--- config.mk ---
export PLATFORM = sky130hd
export DESIGN_NAME = jtag_wr_packer
export DESIGN_NICKNAME = d
export VERILOG_FILES = /design/src/rtl/jtag_types_pkg.sv /design/src/rtl/wr_hold_buf.sv /design/src/rtl/jtag_wr_packer.sv
export SDC_FILE = /design/constraint.sdc
export NUM_CORES = 1
export LEC_CHECK = 0
export BUFFER_PORTS_ARGS = -buffer_cell sky130_fd_sc_hd__clkbuf_2
export CAP_MARGIN = 40
export CORE_MARGIN = 3
export CORE_UTILIZATION = 50
export CTS_CLUSTER_SIZE = 24
export DETAILED_ROUTE_END_ITERATION = 7
export GPL_ROUTABILITY_DRIVEN = 0
export PLACE_DENSITY_LB_ADDON = 0.12
export SYNTH_ARGS = -nofsm -noshare
export SYNTH_HDL_FRONTEND = slang
export SYNTH_HIERARCHICAL = 1
export SYNTH_SLANG_ARGS = --single-unit
--- constraint.sdc ---
create_clock -name wclk -period 5.55 [get_ports wclk]
set_clock_uncertainty 0.1 [all_clocks]
set_input_delay 1.665 -clock wclk [delete_from_list [all_inputs] [get_ports wclk]]
set_output_delay 1.665 -clock wclk [all_outputs]
set_load 0.01 [all_outputs]
--- src/rtl/jtag_types_pkg.sv ---
// Shared types for the JTAG write-side packer: FSM state encoding.
package jtag_types_pkg;

  typedef enum logic [1:0] {
    ST_IDLE  = 2'd0,
    ST_SHIFT = 2'd1,
    ST_FLUSH = 2'd2
  } wr_state_e;

endpackage

--- src/rtl/wr_hold_buf.sv ---
// Two-entry FIFO holding packed words until the write-pointer stage takes them.
module wr_hold_buf #(
  parameter int DATA_WIDTH = 32
) (
  input  logic                  clk,
  input  logic                  rst,
  input  logic                  push,
  input  logic [DATA_WIDTH-1:0] push_data,
  input  logic                  pop,
  output logic [1:0]            count,
  output logic [DATA_WIDTH-1:0] head
);

  logic [DATA_WIDTH-1:0] e0_q, e0_d, e1_q, e1_d;
  logic [1:0]            count_q, count_d;
  logic [1:0]            slot;
  logic                  pop_ok, push_ok;

  always_comb begin
    pop_ok  = pop && (count_q != 2'd0);
    // A push into a full buffer only lands when the head leaves on the same edge.
    push_ok = push && ((count_q != 2'd2) || pop_ok);
    e0_d    = e0_q;
    e1_d    = e1_q;
    if (pop_ok) begin
      e0_d = e1_q;
      e1_d = '0;
    end
    slot = count_q - {1'b0, pop_ok};
    if (push_ok) begin
      if (slot == 2'd0) e0_d = push_data;
      else              e1_d = push_data;
    end
    count_d = slot + {1'b0, push_ok};
  end

  always_ff @(posedge clk or posedge rst) begin
    if (rst) begin
      e0_q    <= '0;
      e1_q    <= '0;
      count_q <= 2'd0;
    end else begin
      e0_q    <= e0_d;
      e1_q    <= e1_d;
      count_q <= count_d;
    end
  end

  assign count = count_q;
  assign head  = (count_q != 2'd0) ? e0_q : '0;

endmodule

--- src/rtl/jtag_wr_packer.sv ---
// Packs LSB-first TDI bits from DR scans into words and hands them to the
// async-FIFO write-pointer stage through a two-entry holding buffer.
module jtag_wr_packer
  import jtag_types_pkg::*;
#(
  parameter int DATA_WIDTH = 32,
  parameter int CNT_WIDTH  = 16
) (
  input  logic                  wclk,
  input  logic                  w_rst,
  input  logic                  capture,
  input  logic                  shift,
  input  logic                  tdi,
  input  logic                  update,
  input  logic                  full,
  input  logic                  clr_ovf,
  output logic                  winc,
  output logic [DATA_WIDTH-1:0] wdata,
  output logic                  busy,
  output logic                  overflow,
  output logic [CNT_WIDTH-1:0]  word_cnt,
  output logic [1:0]            dbg_state
);

  localparam int BW = $clog2(DATA_WIDTH);
  localparam logic [BW-1:0] LAST = BW'(DATA_WIDTH - 1);

  wr_state_e             state_q, state_d;
  logic [BW-1:0]         bit_cnt_q, bit_cnt_d;
  logic [DATA_WIDTH-1:0] sr_q, sr_d, sr_shifted, padded;
  logic                  ovf_q, ovf_d;
  logic [CNT_WIDTH-1:0]  word_cnt_q, word_cnt_d;
  logic                  do_shift, do_flush, word_done, push, drop;
  logic [DATA_WIDTH-1:0] push_data, head;
  logic [1:0]            count;

  // State register
  always_ff @(posedge wclk or posedge w_rst) begin
    if (w_rst) state_q <= ST_IDLE;
    else       state_q <= state_d;
  end

  // Next state; update looks at the bit count after this cycle's shift.
  always_comb begin
    state_d = state_q;
    case (state_q)
      ST_IDLE:  if (capture || shift) state_d = ST_SHIFT;
      ST_SHIFT: if (!capture && update)
                  state_d = (bit_cnt_d != '0) ? ST_FLUSH : ST_IDLE;
      ST_FLUSH: state_d = capture ? ST_SHIFT : ST_IDLE;
      default:  state_d = ST_IDLE;
    endcase
  end

  // FSM outputs: capture overrides both shifting and a pending flush.
  always_comb begin
    do_shift = 1'b0;
    do_flush = 1'b0;
    case (state_q)
      ST_IDLE, ST_SHIFT: do_shift = shift && !capture;
      ST_FLUSH:          do_flush = !capture;
      default:           ;
    endcase
  end

  always_comb begin
    sr_shifted            = sr_q;
    sr_shifted[bit_cnt_q] = tdi;
    for (int i = 0; i < DATA_WIDTH; i++)
      padded[i] = (i < int'({1'b0, bit_cnt_q})) ? sr_q[i] : 1'b0;
    word_done = do_shift && (bit_cnt_q == LAST);
    push      = word_done || do_flush;
    push_data = word_done ? sr_shifted : padded;
    bit_cnt_d = bit_cnt_q;
    sr_d      = sr_q;
    if (capture || do_flush || word_done) begin
      bit_cnt_d = '0;
      sr_d      = '0;
    end else if (do_shift) begin
      bit_cnt_d = bit_cnt_q + 1'b1;
      sr_d      = sr_shifted;
    end
  end

  // Handshake: a word transfers on every rising edge where winc=1; winc is
  // valid (buffer non-empty) gated by the write stage's full, and wdata is
  // stable while winc is high.
  assign winc = (count != 2'd0) && !full;
  assign drop = push && (count == 2'd2) && !winc;

  always_comb begin
    ovf_d      = drop ? 1'b1 : (clr_ovf ? 1'b0 : ovf_q);
    word_cnt_d = word_cnt_q + {{(CNT_WIDTH-1){1'b0}}, winc};
  end

  always_ff @(posedge wclk or posedge w_rst) begin
    if (w_rst) begin
      bit_cnt_q  <= '0;
      sr_q       <= '0;
      ovf_q      <= 1'b0;
      word_cnt_q <= '0;
    end else begin
      bit_cnt_q  <= bit_cnt_d;
      sr_q       <= sr_d;
      ovf_q      <= ovf_d;
      word_cnt_q <= word_cnt_d;
    end
  end

  wr_hold_buf #(.DATA_WIDTH(DATA_WIDTH)) u_hold (
    .clk       (wclk),
    .rst       (w_rst),
    .push      (push),
    .push_data (push_data),
    .pop       (winc),
    .count     (count),
    .head      (head)
  );

  assign wdata     = head;
  assign busy      = (state_q != ST_IDLE) || (count != 2'd0);
  assign overflow  = ovf_q;
  assign word_cnt  = word_cnt_q;
  assign dbg_state = state_q;

endmodule

==> flow_summary.toml, run 1 <==
[yosys]
yosysTopAreaCellShare_pct = 42.1
syn-num-nets = 831
synthTopCellsByCount = "132 x nand2_1, 122 x dfrtp_1, 53 x inv_1, 40 x o21ai_1, 39 x nor3_1"
async_flop_share_pct = 100
synth_area_per_cell_um2 = 8.89
ys_types = 66
ys.flop_type = "dfrtp_1"
synth.yosys.seq_area_share_pct = 42.1
synth_area_mm2 = 0.00725
synth_most_common_cell = "nand2_1"
synth_largest_area_cell = "dfrtp_1"
ys_ff_latch = 122
synthTopCellsByArea = "dfrtp_1 42%, nand2_1 6.8%, mux2i_1 5.2%, a31oi_2 5.2%, nor2b_1 3.2%"
synthCells = 816
yosys_warnings = 6
synth_edf_count = 0

[power_and_ir_drop]
p_clk_share_pct = 40.0
p_leak_nw = 3.59
power.switching_w = 0.000853
p_comb_share_pct = 20.1
pwr-share-seq_pct = 39.8
intPower_w = 0.00194
sw_frac_of_total_pct = 30.6
power_density_mw_per_mm2 = 346
ir_worst_vdd_mv = 0.198

[global_routing]
grt_pass1_wl_mm = 31.4
grt-ovfl-total = 0
grt_usage_pct = 24.0
grt_use_met2_pct = 36.1
antenna_found_initial = 0
grt_pass1_vias = 5946
grt_max_degree = 65
top_usage_layer = "met2"
met1_usage_pct = 35.6
use_met3_pct = 4.13

[critical_path]
critPathLaunchType = "input pin"
worst_ep_arrival_time_ns = 2.56
crit_fanout = 9
cp-end-kind = "primary output"
criticalPathCategory = "input pin to primary output"
required_ns = 3.79

[place]
io_buffers = 60
hpwl_mm = 12.2
placed_cell_area_mm2 = 0.00747

[timing]
final-max-slew-violation-count = 0
rsz0062_at_grt = "false"
setup_violations = 0
period_share_pct = 77.9
worst_slew_pin_slew_ns = 0.895
maxSlewHeadroom_pct = 40.4
clock.fmax_ghz = 0.231
finalHoldViolCount = 0
final.min_clock_period_ns = 4.32
setup-tns-final_ns = 0

[route]
ant_nets = 0
viasPerCell = 5.96
dr.pass1.iters = 6
drt_wl_total_mm = 18.6
wl_per_cell_um = 18.0
drt_iter0_markers = 523
drcViolationCount = 0
vias = 6138

[clocking]
postCtsSetupRepairBufs = 0
cts_max_level = 4
cts_sinks = 122
cts_resized = 0
holdBufCountCts = 0
cts_buffers = 17
cts_tree = "built"
clk_pin_slew_worst_paths_ns = 0.05
clk_path_buf_depth = 2
clk-insertion-delay-late_ns = 0.42
clock-root-buffer = "clkbuf_16"

[worst_hold_path]
min_path_type = "flop to flop"

[finish]
final_cell_area_mm2 = 0.00807
multi_input_area_mm2 = 0.00360
seqCellArea_mm2 = 0.00305
drive_gt1_share_pct = 17.9
fillCellCount = 1260
area_growth_pct = 11.3
antennaDiodeCount = 0
nNetsFinal = 852

[floorplan]
dieWidth_um = 126
rows = 43
initial_core_util_pct = 51.6
core_mm2 = 0.0140
num_io_pins = 61
die_area_mm2 = 0.0160
die_y_um = 126

[run]
cap_violations = 0

[outcome]
status = "completed"
## power by group through the flow
stage	sequential (W)	clock, W	combinational, W
finish	0.00111	0.00112	0.000561
global route	0.00113	0.00118	0.000622
CTS	0.00111	0.00113	0.000569
detailed placement	0.00113	0	0.000567
global placement	0.00112	0	0.000548
floorplan	0.00109	0	0.000440
## worst max-delay path, stage by stage
cell and delay [ns]:
clkbuf_2 0.09, nor2_1 0.55, clkbuf_2 0.25
## final cells by class
type / instances / area share (%)
Tap cell: 180 / 2.79
Multi-Input combinational cell: 570 / 44.6
Clock buffer: 19 / 5.62
Clock inverter: 13 / 1.74
Timing Repair Buffer: 73 / 4.93
Sequential cell: 122 / 37.8
Inverter: 53 / 2.47
## state kept, by name, summed over array words and instances (netlist names)
register,flops
dbg_state,2
u_hold/count,2
sr_q,32
bit_cnt_q,5
u_hold/e0_q,32
word_cnt,16
u_hold/e1_q,32
overflow,1
## metrics by stage
step	total power (W)	instances	setup slack, ns	utilization (%)	hold slack, ns
finish	0.00279	1030	1.23	57.4	0.387
global route	0.00293	1030	1.13	57.4	0.412
CTS	0.00281	1030	1.22	57.4	0.389
detailed placement	0.00169	998	1.07	53.2	0.378
global placement	0.00167	998	1.11	53.2	0.362
floorplan	0.00153	816	1.62	-	0.358
## worst paths after layout
kind | from | endpoint | slack [ns] | cells after the start
setup / recovery | full | winc | 1.23 | 3
hold / removal | word_cnt[13]$_DFF_PP0_ | word_cnt[13]$_DFF_PP0_ | 0.39 | 1
setup reg to reg | bit_cnt_q[1]$_DFF_PP0_ | u_hold/e0_q[30]$_DFF_PP0_ | 1.33 | 11
hold reg to reg | word_cnt[13]$_DFF_PP0_ | word_cnt[13]$_DFF_PP0_ | 0.39 | 1
max in group asynchronous | w_rst | u_hold/e0_q[28]$_DFF_PP0_ | 3.16 | 3
min in group asynchronous | w_rst | u_hold/count[1]$_DFF_PP0_ | 1.26 | 2
## layer usage
metal  wire length (um)  up-vias
met4                270        0
met1               8750     3043
met5                  0        -
met2               8460      204
li1                   -     2868
met3               1110       23
## kinds of logic (layout without fill, tap and decap cells)
kind of cell	after synthesis	after routing	share of synthesized area (%)
buffers and inverters	124	158	8.47
XOR/XNOR	17	17	2.05
AND/OR/NAND/NOR	312	312	21.5
multiplexers	38	38	5.25
adder cells (fa/ha/maj)	7	7	1.21
flip-flops	122	122	42.1
AO/OA/AOI/OAI	196	196	19.4
## cell usage in the layout, fill, tap and decap left out, types with 3 or more instances in the layout
cell	synthesis	layout
nand2_1	132	132
dfrtp_1	122	122
clkbuf_2	0	60
inv_1	53	51
o21ai_1	40	40
nor3_1	39	38
mux2i_1	38	38
nor2b_1	37	37
a21oi_1	35	35
nand3_1	34	34
a31oi_2	30	30
o22ai_1	27	27
nor2_1	25	24
o21ai_0	17	17
clkbuf_16	0	17
a22o_1	14	14
buf_4	4	13
xnor2_1	9	9
nand2b_1	8	8
xor2_1	8	8
a31oi_1	7	7
ha_1	7	7
and3_1	5	5
and2_1	4	4
o2bb2ai_1	4	4
clkinvlp_4	0	4
or3_1	3	3
nand4_1	3	3
clkinv_2	0	3
inv_6	0	3
Power figures use the tool's default switching activity.
==> run 2, diff against run 1 <==
- clock period: 5.55 -> 4.5 ns (I/O delays scaled with it)
==> run 2 against run 1 <==
Net effect:
- via count rose by 0.49%
- final cell count grew 0.29%
- critical endpoint is now u_hold/e0_q[27]$_DFF_PP0_
- critical path type is now flop to flop
- wire length rose by 3.0%
- clock-buffer cell count is 1 higher
- sequential cell count unchanged
- utilization up 0.098 points
- worst hold slack got worse by 0.012 ns
- worst setup slack worse by 0.56 ns
- combinational power rose by 28%
==> flow_summary.toml, run 2 (same netlist as run 1, synthesis figures left out) <==
[outcome]
status = "completed"

[floorplan]
num_io_pins = 61
initial_core_util_pct = 51.6
rows = 43
die_y_um = 126
dieWidth_um = 126
die_area_mm2 = 0.0160
core_mm2 = 0.0140

[timing]
clock.fmax_ghz = 0.261
finalHoldViolCount = 0
final.min_clock_period_ns = 3.84
setup-tns-final_ns = 0
setup_violations = 0
final-max-slew-violation-count = 0
rsz0062_at_grt = "false"
period_share_pct = 85.3
worst_slew_pin_slew_ns = 0.837
maxSlewHeadroom_pct = 44.2

[power_and_ir_drop]
power_density_mw_per_mm2 = 419
p_clk_share_pct = 38.4
p_comb_share_pct = 21.2
power.switching_w = 0.00104
pwr-share-seq_pct = 40.4
sw_frac_of_total_pct = 30.6
p_leak_nw = 3.60
intPower_w = 0.00235
ir_worst_vdd_mv = 0.315

[critical_path]
reg2reg_slack_ns = 0.66
critPathTopFamily = "simple AND/OR/NAND/NOR gates"
crit_slowest_cell = "dfrtp_1"
ff2ff_path_depth = 9
cp-endpoint = "u_hold/e0_q[27]$_DFF_PP0_"
slowest_delay_ns = 0.73
worst_ep_arrival_time_ns = 4.08
r2r_start = "bit_cnt_q[1]$_DFF_PP0_"
cp-end-kind = "flop"
critPathLaunchType = "flop"
crit_cells = 9
crit_chain = "ha_1 -> and3_1 -> ha_1 -> and4bb_1 -> nand2_1 -> o2bb2a_1 -> o21ai_1 -> nor3_1 -> a31oi_2"
crit_fanout = 19
critPathLaunch = "bit_cnt_q[1]$_DFF_PP0_"
crit_top_cell = "ha_1"
criticalPathCategory = "flop to flop"
required_ns = 4.74
cp_num_buf_inv = 0
rr_endpoint = "u_hold/e0_q[27]$_DFF_PP0_"

[route]
vias = 6168
highest_layer = "met4"
wl_met2_mm = 8.70
wl_met3_mm = 1.36
dr.pass1.iters = 5
drt_iter0_markers = 724
drcViolationCount = 0
viasPerCell = 5.97
wl_per_cell_um = 18.5
drt_wl_total_mm = 19.1
wl_met1_mm = 8.81
ant_nets = 0

[place]
hpwl_mm = 12.5
io_buffers = 60
dp_cells = 1002

[clocking]
cts_sinks = 122
clk_pin_slew_worst_paths_ns = 0.06
clk_path_buf_depth = 2
cts_resized = 0
clk-insertion-delay-late_ns = 0.42
postCtsSetupRepairBufs = 0
cts_max_level = 4
holdBufCountCts = 0
cts_tree = "built"
clock-root-buffer = "clkbuf_16"
cts_buffers = 17

[finish]
fillCellCount = 1206
drive_gt1_share_pct = 18.2
reg_top3 = "sr_q x32, u_hold/e0_q x32, u_hold/e1_q x32"
layout_common_cells = "132 x nand2_1, 122 x dfrtp_1, 60 x clkbuf_2, 51 x inv_1, 40 x o21ai_1"
seqCellArea_mm2 = 0.00305
nNetsFinal = 856
stdcell_count = 1033
antennaDiodeCount = 0
area_growth_pct = 11.4
final_common_cell = "nand2_1"
multi_input_area_mm2 = 0.00360

[global_routing]
grt_max_degree = 46
grt_usage_pct = 24.5
grt_pass1_vias = 5997
grt_pass1_wl_mm = 31.8
antenna_found_initial = 0
grt-ovfl-total = 0

[worst_hold_path]
min_path_type = "flop to flop"
min_from = "word_cnt[15]$_DFF_PP0_"

[run]
cap_violations = 0
run 2: cell count changes in the layout (fill, tap and decap cells not counted):
cell / before / now
buf_4: 13 / 16
inv_6: 3 / 0
buf_12: 0 / 1
bufinv_16: 2 / 1
clkbuf_8: 2 / 3
clkinv_2: 3 / 4
clkinv_4: 1 / 2
run 2: through the flow:
stage	hold WS (ns)	worst slack (ns)	power (W)	instance area (um2)	util, %
6_report	0.374	0.662	0.00338	8080	57.5
5_1_grt	0.406	0.502	0.00355	8080	57.5
4_1_cts	0.378	0.833	0.00342	8080	57.5
3_5_place_dp	0.383	0.835	0.00211	7520	53.5
3_3_place_gp	0.362	0.996	0.00208	7500	53.4
2_1_floorplan	0.358	1.20	0.00189	7250	-
run 2: layer usage:
layer  track usage [%]  vias up
li1                  -     2884
met3              5.05       30
met4              8.45        0
met5                 0        -
met1              35.9     3016
met2              36.3      238
run 2: power groups by stage:
stage | Combinational, W | Sequential [W] | Clock (W)
6_report | 0.000716 | 0.00137 | 0.00130
5_1_grt | 0.000790 | 0.00139 | 0.00137
4_1_cts | 0.000725 | 0.00137 | 0.00132
3_5_place_dp | 0.000722 | 0.00139 | 0
3_3_place_gp | 0.000703 | 0.00138 | 0
2_1_floorplan | 0.000543 | 0.00134 | 0
run 2: worst register-to-register path: cells and delay by family (launching register included):
family	cells	cell delay, ns
simple gates	4	1.40
fa+ha+maj	2	0.76
compound gates	3	0.79
flops	1	0.73
run 2: worst min-delay path by stage:
stage	endpoint	slack, ns	cells past startpoint
4_1_cts	word_cnt[15]$_DFF_PP0_	0.38	1
3_3_place_gp	word_cnt[15]$_DFF_PP0_	0.36	1
5_1_grt	word_cnt[15]$_DFF_PP0_	0.41	1
3_5_place_dp	word_cnt[13]$_DFF_PP0_	0.38	1
6_report	word_cnt[15]$_DFF_PP0_	0.37	1
2_1_floorplan	sr_q[15]$_DFFE_PP0P_	0.36	2
run 2: final cells by class:
class                      count  share of cell area (%)
clock buffer                  20                    5.78
tap                          180                    2.79
inverter                      53                    2.46
sequential                   122                    37.8
multi-input combinational    570                    44.5
timing repair buffer          77                    5.45
clock inverter                11                    1.21
==> run 3, diff against run 2 <==
- clock period: 4.5 -> 4.2 ns (I/O delays scaled with it)
==> run 3 against run 2 <==
Net effect:
- via count decreased by 1.3%
- utilization increased by 1.1 points
- register-to-register slack got worse by 0.12 ns
==> flow_summary.toml, run 3 (same netlist as run 1, synthesis figures left out) <==
[critical_path]
critPathLaunchType = "flop"
slowest_delay_ns = 0.63
crit_chain = "ha_1 -> and3_1 -> ha_1 -> and4bb_1 -> nand2_1 -> buf_4 -> o21ai_0 -> nor3_1 -> a31oi_2"
criticalPathCategory = "flop to flop"
reg2reg_slack_ns = 0.54
cp_num_buf_inv = 1
crit_fanout = 13
cp-end-kind = "flop"
critPathTopFamily = "simple AND/OR/NAND/NOR gates"
rr_endpoint = "u_hold/e0_q[15]$_DFF_PP0_"
crit_top_cell = "ha_1"
r2r_start = "bit_cnt_q[0]$_DFF_PP0_"
crit_slowest_cell = "and4bb_1"
required_ns = 4.44
ff2ff_path_depth = 9
worst_ep_arrival_time_ns = 3.90

[run]
cap_violations = 0

[floorplan]
core_mm2 = 0.0140
initial_core_util_pct = 51.6
dieWidth_um = 126
die_area_mm2 = 0.0160
num_io_pins = 61
rows = 43
die_y_um = 126

[timing]
worst_slew_pin_slew_ns = 0.850
final.min_clock_period_ns = 3.66
period_share_pct = 87.1
setup-tns-final_ns = 0
maxSlewHeadroom_pct = 43.3
clock.fmax_ghz = 0.273
rsz0062_at_grt = "false"
setup_violations = 0
finalHoldViolCount = 0
final-max-slew-violation-count = 0

[finish]
fillCellCount = 1265
final_common_cell = "nand2_1"
layout_common_cells = "132 x nand2_1, 122 x dfrtp_1, 60 x clkbuf_2, 51 x inv_1, 40 x o21ai_1"
reg_top3 = "sr_q x32, u_hold/e0_q x32, u_hold/e1_q x32"
area_growth_pct = 13.6
drive_gt1_share_pct = 18.6
stdcell_count = 1037
nNetsFinal = 859
antennaDiodeCount = 0

[route]
vias = 6085
drt_iter0_markers = 591
viasPerCell = 5.87
wl_per_cell_um = 18.1
dr.pass1.iters = 5
drcViolationCount = 0
drt_wl_total_mm = 18.7
ant_nets = 0

[worst_hold_path]
min_from = "word_cnt[15]$_DFF_PP0_"
min_path_type = "flop to flop"
worstHoldEndpoint = "word_cnt[15]$_DFF_PP0_"
whs_path_depth = 1

[clocking]
clk-insertion-delay-late_ns = 0.41
cts_max_level = 4
postCtsSetupRepairBufs = 0
cts_sinks = 122
holdBufCountCts = 0
cts_resized = 0
clock-root-buffer = "clkbuf_16"
clk_pin_slew_worst_paths_ns = 0.06
cts_tree = "built"
clk_path_buf_depth = 2
cts_buffers = 17

[power_and_ir_drop]
power_density_mw_per_mm2 = 473
ir_worst_vdd_mv = 0.281
total_power_w = 0.00389
p_leak_nw = 3.69

[place]
dp_cells = 1005
hpwl_mm = 12.1
io_buffers = 60

[global_routing]
use_met3_pct = 6.19
grt-ovfl-total = 0
met1_usage_pct = 35.4
grt_max_degree = 67
top_usage_layer = "met2"
grt_usage_pct = 24.0
grt_pass1_wl_mm = 31.0
antenna_found_initial = 0
grt_pass1_vias = 5779
grt_use_met2_pct = 35.6

[outcome]
status = "completed"
## run 3: cell type report
class	instances	area, um2	share of cell area [%]
Tap cell	180	225	2.74
Inverter	53	199	2.42
Sequential cell	122	3050	37.1
Clock buffer	21	480	5.83
Clock inverter	11	190	2.31
Multi-Input combinational cell	570	3600	43.7
Timing Repair Buffer	80	488	5.93
## run 3: worst reg2reg max path, stage by stage (launching register included)
cell	delay, ns
dfrtp_1	0.59
ha_1	0.39
and3_1	0.31
ha_1	0.33
and4bb_1	0.64
nand2_1	0.31
buf_4	0.26
o21ai_0	0.38
nor3_1	0.14
a31oi_2	0.15
## run 3: worst max-delay path by stage
stage                                endpoint  slack, ns  depth (start not counted)                    from
floorplan                                winc       1.08                          1                    full
global placement    u_hold/e0_q[30]$_DFF_PP0_       0.39                          6                 capture
detailed placement  u_hold/e0_q[15]$_DFF_PP0_       0.66                          9  bit_cnt_q[0]$_DFF_PP0_
CTS                 u_hold/e0_q[15]$_DFF_PP0_       0.61                          9  bit_cnt_q[0]$_DFF_PP0_
global route        u_hold/e0_q[15]$_DFF_PP0_       0.44                          9  bit_cnt_q[0]$_DFF_PP0_
finish              u_hold/e0_q[15]$_DFF_PP0_       0.54                          9  bit_cnt_q[0]$_DFF_PP0_
## run 3: metrics by stage
step	area (um2)	utilization, %	setup slack [ns]	hold slack, ns
after global placement	7500	53.4	0.389	0.362
after global routing	8230	58.6	0.441	0.412
final	8230	58.6	0.540	0.383
after floorplan	7250	-	1.08	0.358
after detailed placement	7560	53.9	0.658	0.379
after CTS	8230	58.6	0.608	0.389
## run 3: per-layer routing
metal / share of wire [%] / wire [um]
met1: 47 / 8800
met4: 1.0 / 187
met2: 46 / 8560
met3: 6.4 / 1190
met5: 0 / 0
## run 3: power by group
group / switching (W) / leakage, nW / internal, W
Combinational: 0.000442 / 1.71 / 0.000325
Clock: 0.000545 / 0.329 / 0.00112
Sequential: 0.000121 / 1.65 / 0.00134
